[config.mk]
export PLATFORM = sky130hd
export DESIGN_NAME = io_sequencer_flat
export DESIGN_NICKNAME = d
export VERILOG_FILES = /design/src/rtl/io_sequencer_if.sv /design/src/rtl/io_sequencer.sv /design/src/flat_wrapper.sv
export SDC_FILE = /design/constraint.sdc
export NUM_CORES = 1
export LEC_CHECK = 0
export BUFFER_PORTS_ARGS = -buffer_cell sky130_fd_sc_hd__buf_4
export CORE_MARGIN = 8
export CORE_UTILIZATION = 49
export CTS_CLUSTER_SIZE = 30
export DETAILED_ROUTE_END_ITERATION = 16
export GPL_ROUTABILITY_DRIVEN = 1
export MAX_ROUTING_LAYER = met4
export PLACE_DENSITY = 0.92
export SETUP_SLACK_MARGIN = 0.02
export SLEW_MARGIN = 20
export SYNTH_ARGS = -nofsm -noshare
export SYNTH_HDL_FRONTEND = slang
export SYNTH_SLANG_ARGS = --single-unit
[constraint.sdc]
create_clock -name clock -period 2.8 [get_ports clock]
set_input_delay 0.14 -clock clock [delete_from_list [all_inputs] [get_ports clock]]
set_output_delay 0.14 -clock clock [all_outputs]
set_load 0.005 [all_outputs]
[src/rtl/io_sequencer_if.sv]
// Bus between the control unit and the IN/OUT sequencer.
// It carries the instruction requests, the user inputs, and the sequencer results.
interface io_sequencer_if #(
   parameter int DATA_W = 32,
   parameter int SW_W   = 16
);
   logic              io_in_req;
   logic              io_out_req;
   logic [SW_W-1:0]   switches;
   logic              confirm_btn;
   logic [DATA_W-1:0] out_data;
   logic              stall;
   logic [DATA_W-1:0] in_data;
   logic              in_valid;
   logic [DATA_W-1:0] display_reg;
   logic              display_valid;
   logic              led_wait;

   modport master (
      output io_in_req, io_out_req, switches, confirm_btn, out_data,
      input  stall, in_data, in_valid, display_reg, display_valid, led_wait
   );

   modport slave (
      input  io_in_req, io_out_req, switches, confirm_btn, out_data,
      output stall, in_data, in_valid, display_reg, display_valid, led_wait
   );
endinterface

[src/rtl/io_sequencer.sv]
// Stalls IN instructions until the user gives a debounced button press, then writes the switch value.
// OUT instructions latch a register value into a held display register.
module io_sequencer #(
   parameter int DATA_W          = 32,
   parameter int SW_W            = 16,
   parameter int DEBOUNCE_CYCLES = 16
) (
   input logic           clock,
   input logic           reset,
   io_sequencer_if.slave bus
);
   localparam int CW = $clog2(DEBOUNCE_CYCLES + 1);

   localparam logic [1:0] IDLE       = 2'd0;
   localparam logic [1:0] WAIT_PRESS = 2'd1;
   localparam logic [1:0] ACK        = 2'd2;
   localparam logic [1:0] RELEASE    = 2'd3;

   logic [1:0]        state;
   logic [1:0]        state_next;
   logic              sync_1;
   logic              sync_btn;
   logic              deb_lvl;
   logic              deb_lvl_q;
   logic [CW-1:0]     deb_cnt;
   logic              press;
   logic              out_take;
   logic [DATA_W-1:0] in_data_r;
   logic [DATA_W-1:0] display_r;
   logic              display_valid_r;

   // The debounced level changes only after the synchronized button holds a new value for DEBOUNCE_CYCLES cycles in a row.
   always_ff @(posedge clock or posedge reset) begin
      if (reset) begin
         sync_1    <= 1'b0;
         sync_btn  <= 1'b0;
         deb_lvl   <= 1'b0;
         deb_lvl_q <= 1'b0;
         deb_cnt   <= '0;
      end else begin
         sync_1    <= bus.confirm_btn;
         sync_btn  <= sync_1;
         deb_lvl_q <= deb_lvl;
         if (sync_btn == deb_lvl) begin
            deb_cnt <= '0;
         end else if (deb_cnt == CW'(DEBOUNCE_CYCLES - 1)) begin
            deb_lvl <= ~deb_lvl;
            deb_cnt <= '0;
         end else begin
            deb_cnt <= deb_cnt + 1'b1;
         end
      end
   end

   assign press = deb_lvl & ~deb_lvl_q;

   // An OUT is taken only where no IN competes for the same cycle.
   assign out_take = bus.io_out_req & ~bus.io_in_req &
                     ((state == IDLE) | (state == RELEASE));

   always_comb begin
      state_next = state;
      case (state)
         IDLE:       if (bus.io_in_req) state_next = WAIT_PRESS;
         WAIT_PRESS: begin
            if (!bus.io_in_req) state_next = IDLE;
            else if (press)     state_next = ACK;
         end
         ACK:        state_next = RELEASE;
         RELEASE:    if (!deb_lvl) state_next = IDLE;
         default:    state_next = IDLE;
      endcase
   end

   always_ff @(posedge clock or posedge reset) begin
      if (reset) begin
         state           <= IDLE;
         in_data_r       <= '0;
         display_r       <= '0;
         display_valid_r <= 1'b0;
      end else begin
         state <= state_next;
         if (state == WAIT_PRESS && bus.io_in_req && press)
            in_data_r <= DATA_W'(bus.switches);
         if (out_take) begin
            display_r       <= bus.out_data;
            display_valid_r <= 1'b1;
         end
      end
   end

   // Reset masks the decoded outputs right away instead of waiting for the next edge.
   assign bus.stall = ~reset & (((state == IDLE) & bus.io_in_req) |
                                (state == WAIT_PRESS) |
                                ((state == RELEASE) & bus.io_in_req));
   assign bus.led_wait      = ~reset & (state == WAIT_PRESS);
   assign bus.in_valid      = ~reset & (state == ACK);
   assign bus.in_data       = in_data_r;
   assign bus.display_reg   = display_r;
   assign bus.display_valid = display_valid_r;
endmodule

[src/flat_wrapper.sv]
// flat-port wrapper written by rule: the top's interface ports become plain ports
module io_sequencer_flat 
#(
   parameter int DATA_W          = 32,
   parameter int SW_W            = 16,
   parameter int DEBOUNCE_CYCLES = 16
)
  (clock, reset, bus_io_in_req, bus_io_out_req, bus_switches, bus_confirm_btn, bus_out_data, bus_stall, bus_in_data, bus_in_valid, bus_display_reg, bus_display_valid, bus_led_wait);
  io_sequencer_if #(.DATA_W(DATA_W), .SW_W(SW_W)) bus_i ();
  input logic clock;
  input logic reset;
  input wire logic [$bits(bus_i.io_in_req)-1:0] bus_io_in_req;
  input wire logic [$bits(bus_i.io_out_req)-1:0] bus_io_out_req;
  input wire logic [$bits(bus_i.switches)-1:0] bus_switches;
  input wire logic [$bits(bus_i.confirm_btn)-1:0] bus_confirm_btn;
  input wire logic [$bits(bus_i.out_data)-1:0] bus_out_data;
  output wire logic [$bits(bus_i.stall)-1:0] bus_stall;
  output wire logic [$bits(bus_i.in_data)-1:0] bus_in_data;
  output wire logic [$bits(bus_i.in_valid)-1:0] bus_in_valid;
  output wire logic [$bits(bus_i.display_reg)-1:0] bus_display_reg;
  output wire logic [$bits(bus_i.display_valid)-1:0] bus_display_valid;
  output wire logic [$bits(bus_i.led_wait)-1:0] bus_led_wait;
  assign bus_i.io_in_req = bus_io_in_req;
  assign bus_i.io_out_req = bus_io_out_req;
  assign bus_i.switches = bus_switches;
  assign bus_i.confirm_btn = bus_confirm_btn;
  assign bus_i.out_data = bus_out_data;
  assign bus_stall = bus_i.stall;
  assign bus_in_data = bus_i.in_data;
  assign bus_in_valid = bus_i.in_valid;
  assign bus_display_reg = bus_i.display_reg;
  assign bus_display_valid = bus_i.display_valid;
  assign bus_led_wait = bus_i.led_wait;
  io_sequencer #(.DATA_W(DATA_W), .SW_W(SW_W), .DEBOUNCE_CYCLES(DEBOUNCE_CYCLES)) u_core (.clock(clock), .reset(reset), .bus(bus_i));
endmodule
==> results of run 1 <==
## power by group through the flow
stage / Combinational [mW] / Sequential, mW / Clock, mW
after detailed placement: 0.900 / 1.27 / 0
after global routing: 0.955 / 1.28 / 0.791
after global placement: 0.869 / 1.25 / 0
final: 0.878 / 1.25 / 0.722
after CTS: 0.904 / 1.25 / 0.740
after floorplan: 0.371 / 1.27 / 0
## area by class of cell
cell class | instances | area (µm²)
Clock inverter | 5 | 52.6
Tap cell | 70 | 87.6
Inverter | 4 | 15.0
Multi-Input combinational cell | 98 | 907
Timing Repair Buffer | 110 | 831
Clock buffer | 11 | 131
Sequential cell | 60 | 1500
Fill cell | 358 | 1520
## worst max-delay path, cell delays in order, from the launching register on
cell	delay (ns)
dfrtp_1	0.41
inv_1	0.11
ha_1	0.34
nor3b_4	0.20
buf_4	0.32
mux2_2	0.38
## routing by layer
| metal | part of all wire, % | GRT usage (%) | vias up |
|---|---|---|---|
| met1 | 39 | 17.6 | 794 |
| met5 | 0 | - | - |
| met4 | 1.2 | 6.09 | 0 |
| li1 | - | - | 768 |
| met2 | 48 | 25.0 | 86 |
| met3 | 11 | 8.63 | 9 |
## stage by stage
stage               util, %  area [µm²]  hold slack [ns]  instances  setup slack (ns)
finish                 69.9        3530           0.0269        358             0.919
CTS                    69.9        3530           0.0178        358             0.919
global route           69.9        3530          0.00976        358             0.813
detailed placement     65.9        3320            0.227        340             0.922
global placement       65.9        3320            0.223        340              1.01
floorplan                 -        2590            0.171        182              1.07
## final timing paths
| check | start | to | slack [ns] | depth (start not counted) |
|---|---|---|---|---|
| setup / recovery | u_core.state[0] | u_core.bus.display_reg[5] | 0.92 | 5 |
| hold / removal | bus_out_data[13] | u_core.bus.display_reg[13] | 0.03 | 2 |
| setup reg to reg | u_core.state[0] | u_core.bus.display_reg[5] | 0.92 | 5 |
| hold reg to reg | u_core.sync_1 | u_core.sync_btn | 0.35 | 0 |
| max in group asynchronous | reset | u_core.bus.display_reg[7] | 1.70 | 4 |
| min in group asynchronous | reset | u_core.bus.display_reg[19] | 0.42 | 3 |
## timing repair
item | CTS | global route
setup buffers | 0 | 0
endpoints found under the hold margin | 24 | 0
resized for setup | 0 | 0
hold buffers | 2 | 0
## placed cells by master, fill, tap and decap left out, drive strengths merged
cell type,instances
nor2,5
bufinv,1
o21ai,2
mux2,49
clkbuf,11
and3,1
buf,108
xor2,3
a41oi,2
and2,2
nor3b,1
dlygate4sd3,2
nand2b,1
or2,1
a21oi,1
ha,5
mux2i,1
o211ai,1
conb,16
clkinv,3
dfrtp,60
nor2b,1
nand2,2
and2b,1
clkinvlp,1
nand3,3
inv,4
## cells by family after synthesis
kind of cell             after synthesis  share of synthesized area (%)
flip-flops                            60                           59.3
multiplexers                          50                           23.7
buffers and inverters                 24                           7.11
AND/OR/NAND/NOR                       18                           4.69
AO/OA/AOI/OAI                          6                           1.58
adder cells (fa/ha/maj)                5                           2.47
XOR/XNOR                               3                           1.04
other                                  1                          0.148
==> results.md, run 1 <==
- Vias in the first global route: 1894
- Power, Total: 2.85 mW
- Num rows: 26
- Post-synthesis async set-or-reset flop share: 100%
- Number of port buffers: 104
- Final setup fails: 0
- Clock Sinks: 60
- Clock skew: around 0.009 ns
- Tcrit/Tclk final: between 60% and 70%
- Dominant synthesized flop cell: dfrtp_1
- P_leak: 1.83 nW
- Syn Inst Count: 167
- Worst rel slew slack: 66.4%
- Full die area: 7720 µm²
- Clk_lat worst skew: 0.33 ns
- WL final: 5.77 mm
- Internal power: roughly 2.1 mW
- Initial antenna violation count: 0
- All-Layer GR Usage: 16.3%
- Most common cell in the netlist: dfrtp_1
- ANT cells: 0
- CTS buffer count: 9
- Commonest cells in the netlist: dfrtp_1, mux2_2, buf_4
- Hold Crit Class: input pin to flop
- Final hold violations: 0
- Clock power share: 25.3%
- Share of cells above drive strength 1: about three fifths
- Initial Util: 50.2%
- Htree depth: 3
- Clock-pin slew on the worst setup and hold paths: 0.06 ns
- Max Cap Viol: 0
- Yosys top cell area share: approximately three fifths
- Crit Path Max Fanout: 23
- Number of flip-flops in the largest register: 32
- Top-level I/O count: 121
- RSZ-0062 raised after global routing: false
- Switching power: 0.763 mW
- Drt wl/cell: 16.1 µm
- Vias: 1657
- Worst-Margin Slew: 0.503 ns
- Clk buf depth: 2
- CTS tree: done
- DIE WIDTH: 87.9 µm
- Worst EP required: 3.01 ns
- Sw frac: 26.7%
- Register share of total power: a little over two fifths
- Status: finished, final reports clean
- DRT Pass-1 Iters: 4
- Slew Limit Fails: 0
- Die Height: about 88 µm
- Final nets: 341
- Critical Path AT: around 2.1 ns
- Peak Freq: 532 MHz
- DRT iter0 DRCs: 32
- Via-to-Cell Ratio: 4.63
- CP endpoint kind: flop
- CP Launch Type: flop
- Setup_tns: 0 ns
- Antenna Violating Nets Remaining: 0
- Total global routing overflow: 0
- Largest area contributor in the netlist: dfrtp_1
- Worst VDD drop: just under 600 µV
- Crit Path Category: flop to flop
- Final Critical Period: about 1.9 ns
- Root buf cell: clkbuf_8
- Post-synth EDFFs: 0
- Post-synth cell types: 26
- Synthesis-stage register bit count: 60
- Core Region: roughly 5000 µm²
- GP Congestion: 0.708
- PwrDens: around 810 nW/µm²
- Post-Syn Area: 2530 µm²
- First-pass GRT wire length: slightly above 9 mm
- Syn avg cell area: 15.2 µm²
- DRC: 0
- Final HPWL DP: 4.59 mm
- Comb pwr share: 30.8%
- Largest net degree at the start of global routing: 26
- Seq/Total Area, Yosys: between 50% and 60%
- P&R area growth vs syn: 39.2%
- Synth area leaders: dfrtp_1, mux2_2, mux2_4
- Yosys warns: 0
(Power assumes the default switching activity.)
==> inputs of run 2 (changes only) <==
Settings changed: ABC_AREA set to 1, CORE_UTILIZATION 49 to 43, PLACE_DENSITY 0.92 to 0.84.
Clock period 2.8 ns to 1.5 ns, I/O delays scaled along.
==> results.md, run 2 <==
- Status: finished, final reports clean (unchanged)
- Slew Limit Fails: 0 (unchanged)
- Clk buf depth: 2 (unchanged)
- All-Layer GR Usage: 15.3% (was 16.3%)
- Most common cell in the netlist: dfrtp_1 (unchanged)
- Power, Total: 6.15 mW (was 2.85 mW)
- Syn Inst Count: 288 (was 167)
- Final Critical Period: ~1.5 ns
- Clk_lat worst skew: 0.32 ns (was 0.33 ns)
- Synthesis-stage register bit count: 60 (unchanged)
- Post-synth EDFFs: 0 (unchanged)
- Post-synth cell types: 25 (was 26)
- DIE WIDTH: 97.6 µm (was 87.9 µm)
- Hold Crit Class: input pin to flop (unchanged)
- Pre-CTS setup slack: 0.0599 ns (was 0.922 ns)
- Yosys top cell area share: 52.4% (was 59.3%)
- Crit Path Category: flop to output pin (was flop to flop)
- ANT cells: 0 (unchanged)
- Tcrit/Tclk final: 98.5%
- Commonest cells after routing, fill and taps aside: buf_4, dfrtp_1, nand2_1, inv_1, dlygate4sd3_1 (was buf_4, dfrtp_1, mux2_2, conb_1, mux2_4)
- Util after Layout: 70.0% (was 69.9%)
- Seq/Total Area, Yosys: 52.4% (was 59.3%)
- DRC: 0 (unchanged)
- P_leak: 2.46 nW (was 1.83 nW)
- CTS buffer count: 9 (unchanged)
- Die Height: 97.6 µm (was 87.9 µm)
- Synth area leaders: dfrtp_1, o21ai_2, nand2_1 (was dfrtp_1, mux2_2, mux2_4)
- CP delay by family, top: flip-flops (was buffers and inverters)
- P&R area growth vs syn: 56.2% (was 39.2%)
- Final setup margin: 0.0223 ns (was 0.919 ns)
- Number of port buffers: 104 (unchanged)
- Max Cap Viol: 0 (unchanged)
- DRT Pass-1 Iters: 4 (unchanged)
- Vias: 2454 (was 1657)
- Yosys warns: 0 (unchanged)
- Largest net degree at the start of global routing: 61 (was 26)
- CP endpoint kind: output pin (was flop)
- Antenna Violating Nets Remaining: 0 (unchanged)
- Via-to-Cell Ratio: 4.60 (was 4.63)
- RSZ-0062 raised after global routing: true (was false)
- Dominant synthesized flop cell: dfrtp_1 (unchanged)
- Worst VDD drop: 1310 µV (was 584 µV)
- GP Congestion: 0.761 (was 0.708)
- Core Region: 6390 µm² (was 5040 µm²)
- DRT iter0 DRCs: 84 (was 32)
- Final nets: 511 (was 341)
- Non-filler instance count after layout: 534 (was 358)
- Drt wl/cell: 14.9 µm (was 16.1 µm)
- Final setup fails: 0 (unchanged)
- Initial antenna violation count: 0 (unchanged)
- Full die area: 9520 µm² (was 7720 µm²)
- Final HPWL DP: 4.89 mm (was 4.59 mm)
- CTS tree: done (unchanged)
- Num rows: 29 (was 26)
- Peak Freq: 677 MHz
- Share of cells above drive strength 1: 44.2% (was 60.4%)
- Top-level I/O count: 121 (unchanged)
- Critical Path AT: 1.40 ns (was 2.09 ns)
- CP Launch Type: flop (unchanged)
- Syn avg cell area: 9.94 µm² (was 15.2 µm²)
- Post-synthesis async set-or-reset flop share: 100% (unchanged)
- Final hold violations: 0 (unchanged)
- Root buf cell: clkbuf_8 (unchanged)
- Largest stage delay on the critical path: 0.38 ns (was 0.41 ns)
- WL final: 7.97 mm (was 5.77 mm)
- Commonest non-fill, non-tap cell in the layout: buf_4 (unchanged)
- Clock skew: 0.00747 ns (was 0.00879 ns)
- Crit path max-delay cell type: dfrtp_1 (unchanged)
- First-pass GRT wire length: 11.7 mm (was 9.16 mm)
- Post-Syn Area: 2860 µm² (was 2530 µm²)
- Vias in the first global route: 2415 (was 1894)
- Htree depth: 3 (unchanged)
- Initial Util: 44.8% (was 50.2%)
- Clock-pin slew on the worst setup and hold paths: 0.06 ns (about the same)
- Crit Path Max Fanout: 3 (was 23)
- Crit-path cells: buf_6 > ha_4 > o211ai_1 > o21ai_1 > buf_4 (was inv_1 > ha_1 > nor3b_4 > buf_4 > mux2_2)
- Clock Sinks: 60 (unchanged)
- PwrDens: 1370 nW/µm² (was 809 nW/µm²)
- Largest area contributor in the netlist: dfrtp_1 (unchanged)
- Crit path buffers/inverters: 2 (unchanged)
- Commonest cells in the netlist: dfrtp_1, nand2_1, inv_1 (was dfrtp_1, mux2_2, buf_4)
- Total global routing overflow: 0 (unchanged)
- Number of flip-flops in the largest register: 32 (unchanged)
- Worst EP required: 1.42 ns (was 3.01 ns)
- Post-Place Cells: 464 (was 340)
==> run 2: cell count changes after synthesis, moves of 10 or more <==
cell     delta
nand2_2    +19
nand2_1    +56
o21ai_2    +31
mux2_4     -10
nand3_1    +17
inv_1      +41
mux2_2     -37
==> run 2: path summary, 6_finish.rpt <==
| check | cells past startpoint | from | slack [ns] | end |
|---|---|---|---|---|
| worst min-delay path | 3 | bus_out_data[9] | 0.01 | u_core.bus.display_reg[9] |
| worst max-delay path | 5 | flop | 0.02 | bus_stall |
| max in group asynchronous | 4 | reset | 0.79 | u_core.bus.display_reg[21] |
| min in group asynchronous | 4 | reset | 0.45 | u_core.bus.display_reg[6] |
| worst min register to register | 0 | u_core.sync_1 | 0.35 | u_core.sync_btn |
| worst max register to register | 7 | flop | 0.03 | u_core.bus.display_reg[22] |
==> run 2: layer usage <==
metal / GRT usage, % / vias to the layer above / part of all wire (%)
met5: - / - / 0
met4: 5.48 / 0 / 1.3
met3: 5.97 / 13 / 6.7
met2: 25.6 / 101 / 52
met1: 16.1 / 1156 / 40
li1: - / 1184 / -
==> run 2: worst min-delay path, delay by kind of cell <==
kind                   cells  cell delay [ns]
AO/OA/AOI/OAI              1             0.06
buffers and inverters      2             0.17
==> run 2: repair_timing <==
item,CTS,global route
hold endpoints to repair,94,0
pin swaps,2,1
gates cloned,0,11
setup buffers,3,6
resized for setup,6,7
hold buffers,35,0
setup endpoints to repair,1,41
==> run 2: power breakdown <==
group | switching (mW) | internal [mW]
logic | 1.02 | 1.32
registers | 0.297 | 2.05
clock network | 0.569 | 0.896
==> run 2: layout make-up <==
class / count / area, µm²
repair buffers: 162 / 1450
fillers: 501 / 1910
well taps: 77 / 96.3
clock buffers: 14 / 173
multi-input cells: 172 / 1030
clock inverters: 1 / 30.0
flip-flops and latches: 60 / 1500
inverters: 47 / 193
repair inverters: 1 / 6.26
==> run 2: cells by family (layout without fill, tap and decap cells) <==
logic type	count (synthesis)	count (layout)	share of synthesized area, %
fa+ha+maj	5	5	2.19
flops	60	60	52.4
other cells	1	16	0.131
buf+inv	73	225	16.0
compound gates	35	35	10.3
xor+xnor	2	2	0.612
simple gates	112	114	18.4
==> run 2: stage by stage <==
step                hold slack, ns  instance area (µm²)  setup TNS [ns]
CTS                       0.000997                 4210               0
floorplan                    0.106                 2920               0
global route              0.000143                 4470          -0.707
global placement             0.184                 3610               0
finish                     0.00958                 4470               0
detailed placement           0.187                 3610               0
==> inputs of run 3 (changes only) <==
Settings changed: MAX_ROUTING_LAYER met4 to not set.
==> results.md, run 3 (synthesis gave the netlist of run 2 again) <==
- Final hold slack: 0.0100 ns (was 0.00958 ns)
- Crit path max-delay cell type: dfrtp_1 (unchanged)
- Total global routing overflow: 0 (unchanged)
- Peak Freq: 677 MHz (about the same)
- Number of port buffers: 104 (unchanged)
- Crit-path cells: buf_6 > ha_4 > o211ai_1 > o21ai_1 > buf_4 (unchanged)
- DRT Pass-1 Iters: 4 (unchanged)
- DIE WIDTH: 97.6 µm (unchanged)
- All-Layer GR Usage: 14.9% (was 15.3%)
- Clock skew: 0.00697 ns (was 0.00747 ns)
- Switching power: 1.89 mW (was 1.88 mW)
- Tcrit/Tclk final: 98.5% (about the same)
- PwrDens: 1370 nW/µm² (about the same)
- Clock-pin slew on the worst setup and hold paths: 0.06 ns (about the same)
- CP delay by family, top: flip-flops (unchanged)
- Crit path buffers/inverters: 2 (unchanged)
- Status: finished, final reports clean (unchanged)
- Crit Path Max Fanout: 3 (unchanged)
- Worst EP required: 1.42 ns (about the same)
- Worst VDD drop: 1310 µV (about the same)
- CP endpoint kind: output pin (unchanged)
- Drt wl/cell: 15.0 µm (was 14.9 µm)
- Vias: 2456 (was 2454)
- Number of flip-flops in the largest register: 32 (unchanged)
- P&R area growth vs syn: 56.6% (was 56.2%)
- Final hold violations: 0 (unchanged)
- WL final: 8.01 mm (was 7.97 mm)
- Max Cap Viol: 0 (unchanged)
- Fillers: 499 (was 501)
- First-pass GRT wire length: 11.8 mm (was 11.7 mm)
- Share of cells above drive strength 1: 44.1% (was 44.2%)
- Final nets: 512 (was 511)
- Commonest cells after routing, fill and taps aside: buf_4, dfrtp_1, nand2_1, inv_1, dlygate4sd3_1 (unchanged)
- Commonest non-fill, non-tap cell in the layout: buf_4 (unchanged)
- Util after Layout: 70.2% (was 70.0%)
- Slew Limit Fails: 0 (unchanged)
- Root buf cell: clkbuf_8 (unchanged)
- Final Cell Area: 4480 µm² (was 4470 µm²)
- CP Launch Type: flop (unchanged)
- Critical Path AT: 1.40 ns (about the same)
- DRC: 0 (unchanged)
- Final setup fails: 0 (unchanged)
- ANT cells: 0 (unchanged)
- Largest net degree at the start of global routing: 61 (unchanged)
- Initial Util: 44.8% (unchanged)
- RSZ-0062 raised after global routing: true (unchanged)
- Core Region: 6390 µm² (unchanged)
- Final Critical Period: 1.48 ns (about the same)
- Internal power: 4.27 mW (about the same)
- Clock power share: 23.9% (was 23.8%)
- Clock Sinks: 60 (unchanged)
- Crit Path Category: flop to output pin (unchanged)
- P_leak: 2.46 nW (about the same)
- Post-Place Cells: 464 (unchanged)
- Clk buf depth: 2 (unchanged)
- Htree depth: 3 (unchanged)
- Via-to-Cell Ratio: 4.59 (was 4.60)
- Full die area: 9520 µm² (unchanged)
- Final HPWL DP: 4.89 mm (unchanged)
- Top-level I/O count: 121 (unchanged)
- CTS tree: done (unchanged)
- Initial antenna violation count: 0 (unchanged)
- Register share of total power: 38.1% (was 38.2%)
- Num rows: 29 (unchanged)
- Sw frac: 30.7% (was 30.6%)
- Placed cell areas: 3610 µm² (unchanged)
- Die Height: 97.6 µm (unchanged)
- CTS buffer count: 9 (unchanged)
- DRT iter0 DRCs: 70 (was 84)
- GP Congestion: 0.752 (was 0.761)
- Clk_lat worst skew: 0.33 ns (was 0.32 ns)
- Largest stage delay on the critical path: 0.38 ns (about the same)
- Hold Crit Class: input pin to flop (unchanged)
- Comb pwr share: 38.0% (about the same)
- Non-filler instance count after layout: 535 (was 534)
- Power, Total: 6.16 mW (was 6.15 mW)
- Vias in the first global route: 2403 (was 2415)
- Antenna Violating Nets Remaining: 0 (unchanged)
## run 3: cell count changes in the layout (fill, tap and decap cells not counted)
cell           change
dlygate4sd3_1      +1
## run 3: final timing paths
check,depth (start not counted),start,endpoint,slack (ns)
max in group asynchronous,4,reset,u_core.bus.display_reg[20],0.80
min,3,bus_out_data[9],u_core.bus.display_reg[9],0.01
min in group asynchronous,4,reset,u_core.bus.display_reg[6],0.45
min reg2reg,0,u_core.sync_1,u_core.sync_btn,0.35
max reg2reg,7,flop,u_core.bus.display_reg[22],0.02
max,5,flop,bus_stall,0.02
## run 3: layout make-up
type / instances / area, µm² / share of cell area [%]
inverters: 47 / 193 / 4.30
repair inverters: 1 / 6.26 / 0.140
flip-flops and latches: 60 / 1500 / 33.5
multi-input cells: 172 / 1030 / 22.9
clock inverters: 1 / 30.0 / 0.670
clock buffers: 14 / 173 / 3.85
repair buffers: 163 / 1460 / 32.5
well taps: 77 / 96.3 / 2.15
## run 3: timing repair
action,in CTS,in global routing
endpoints found under the setup margin,1,41
endpoints found under the hold margin,94,1
hold buffers,35,1
pin swaps,2,1
gates resized for setup,6,7
buffers inserted,3,6
cloned,0,11
## run 3: power groups by stage
stage	combinational [mW]	sequential, mW	clock (mW)
floorplan	1.00	2.38	0
global placement	1.85	2.35	0
detailed placement	1.91	2.36	0
CTS	2.05	2.34	1.50
global route	2.55	2.40	1.58
finish	2.34	2.35	1.47
## run 3: per-layer routing
metal | track usage (%) | vias up | part of all wire, %
met5 | 0 | - | 0
met1 | 15.8 | 1161 | 39
met4 | 5.48 | 0 | 1.2
li1 | - | 1187 | -
met2 | 25.6 | 95 | 51
met3 | 6.61 | 13 | 8.2
## run 3: worst min-delay path, delay by kind of cell
family	cells	cell delay [ns]
buf+inv	2	0.17
compound gates	1	0.06
## run 3: stage by stage
| stage | setup slack (ns) | setup TNS (ns) |
|---|---|---|
| floorplan | 0.0715 | 0 |
| global placement | 0.106 | 0 |
| detailed placement | 0.0599 | 0 |
| CTS | 0.000318 | 0 |
| global route | -0.0722 | -0.704 |
| finish | 0.0231 | 0 |
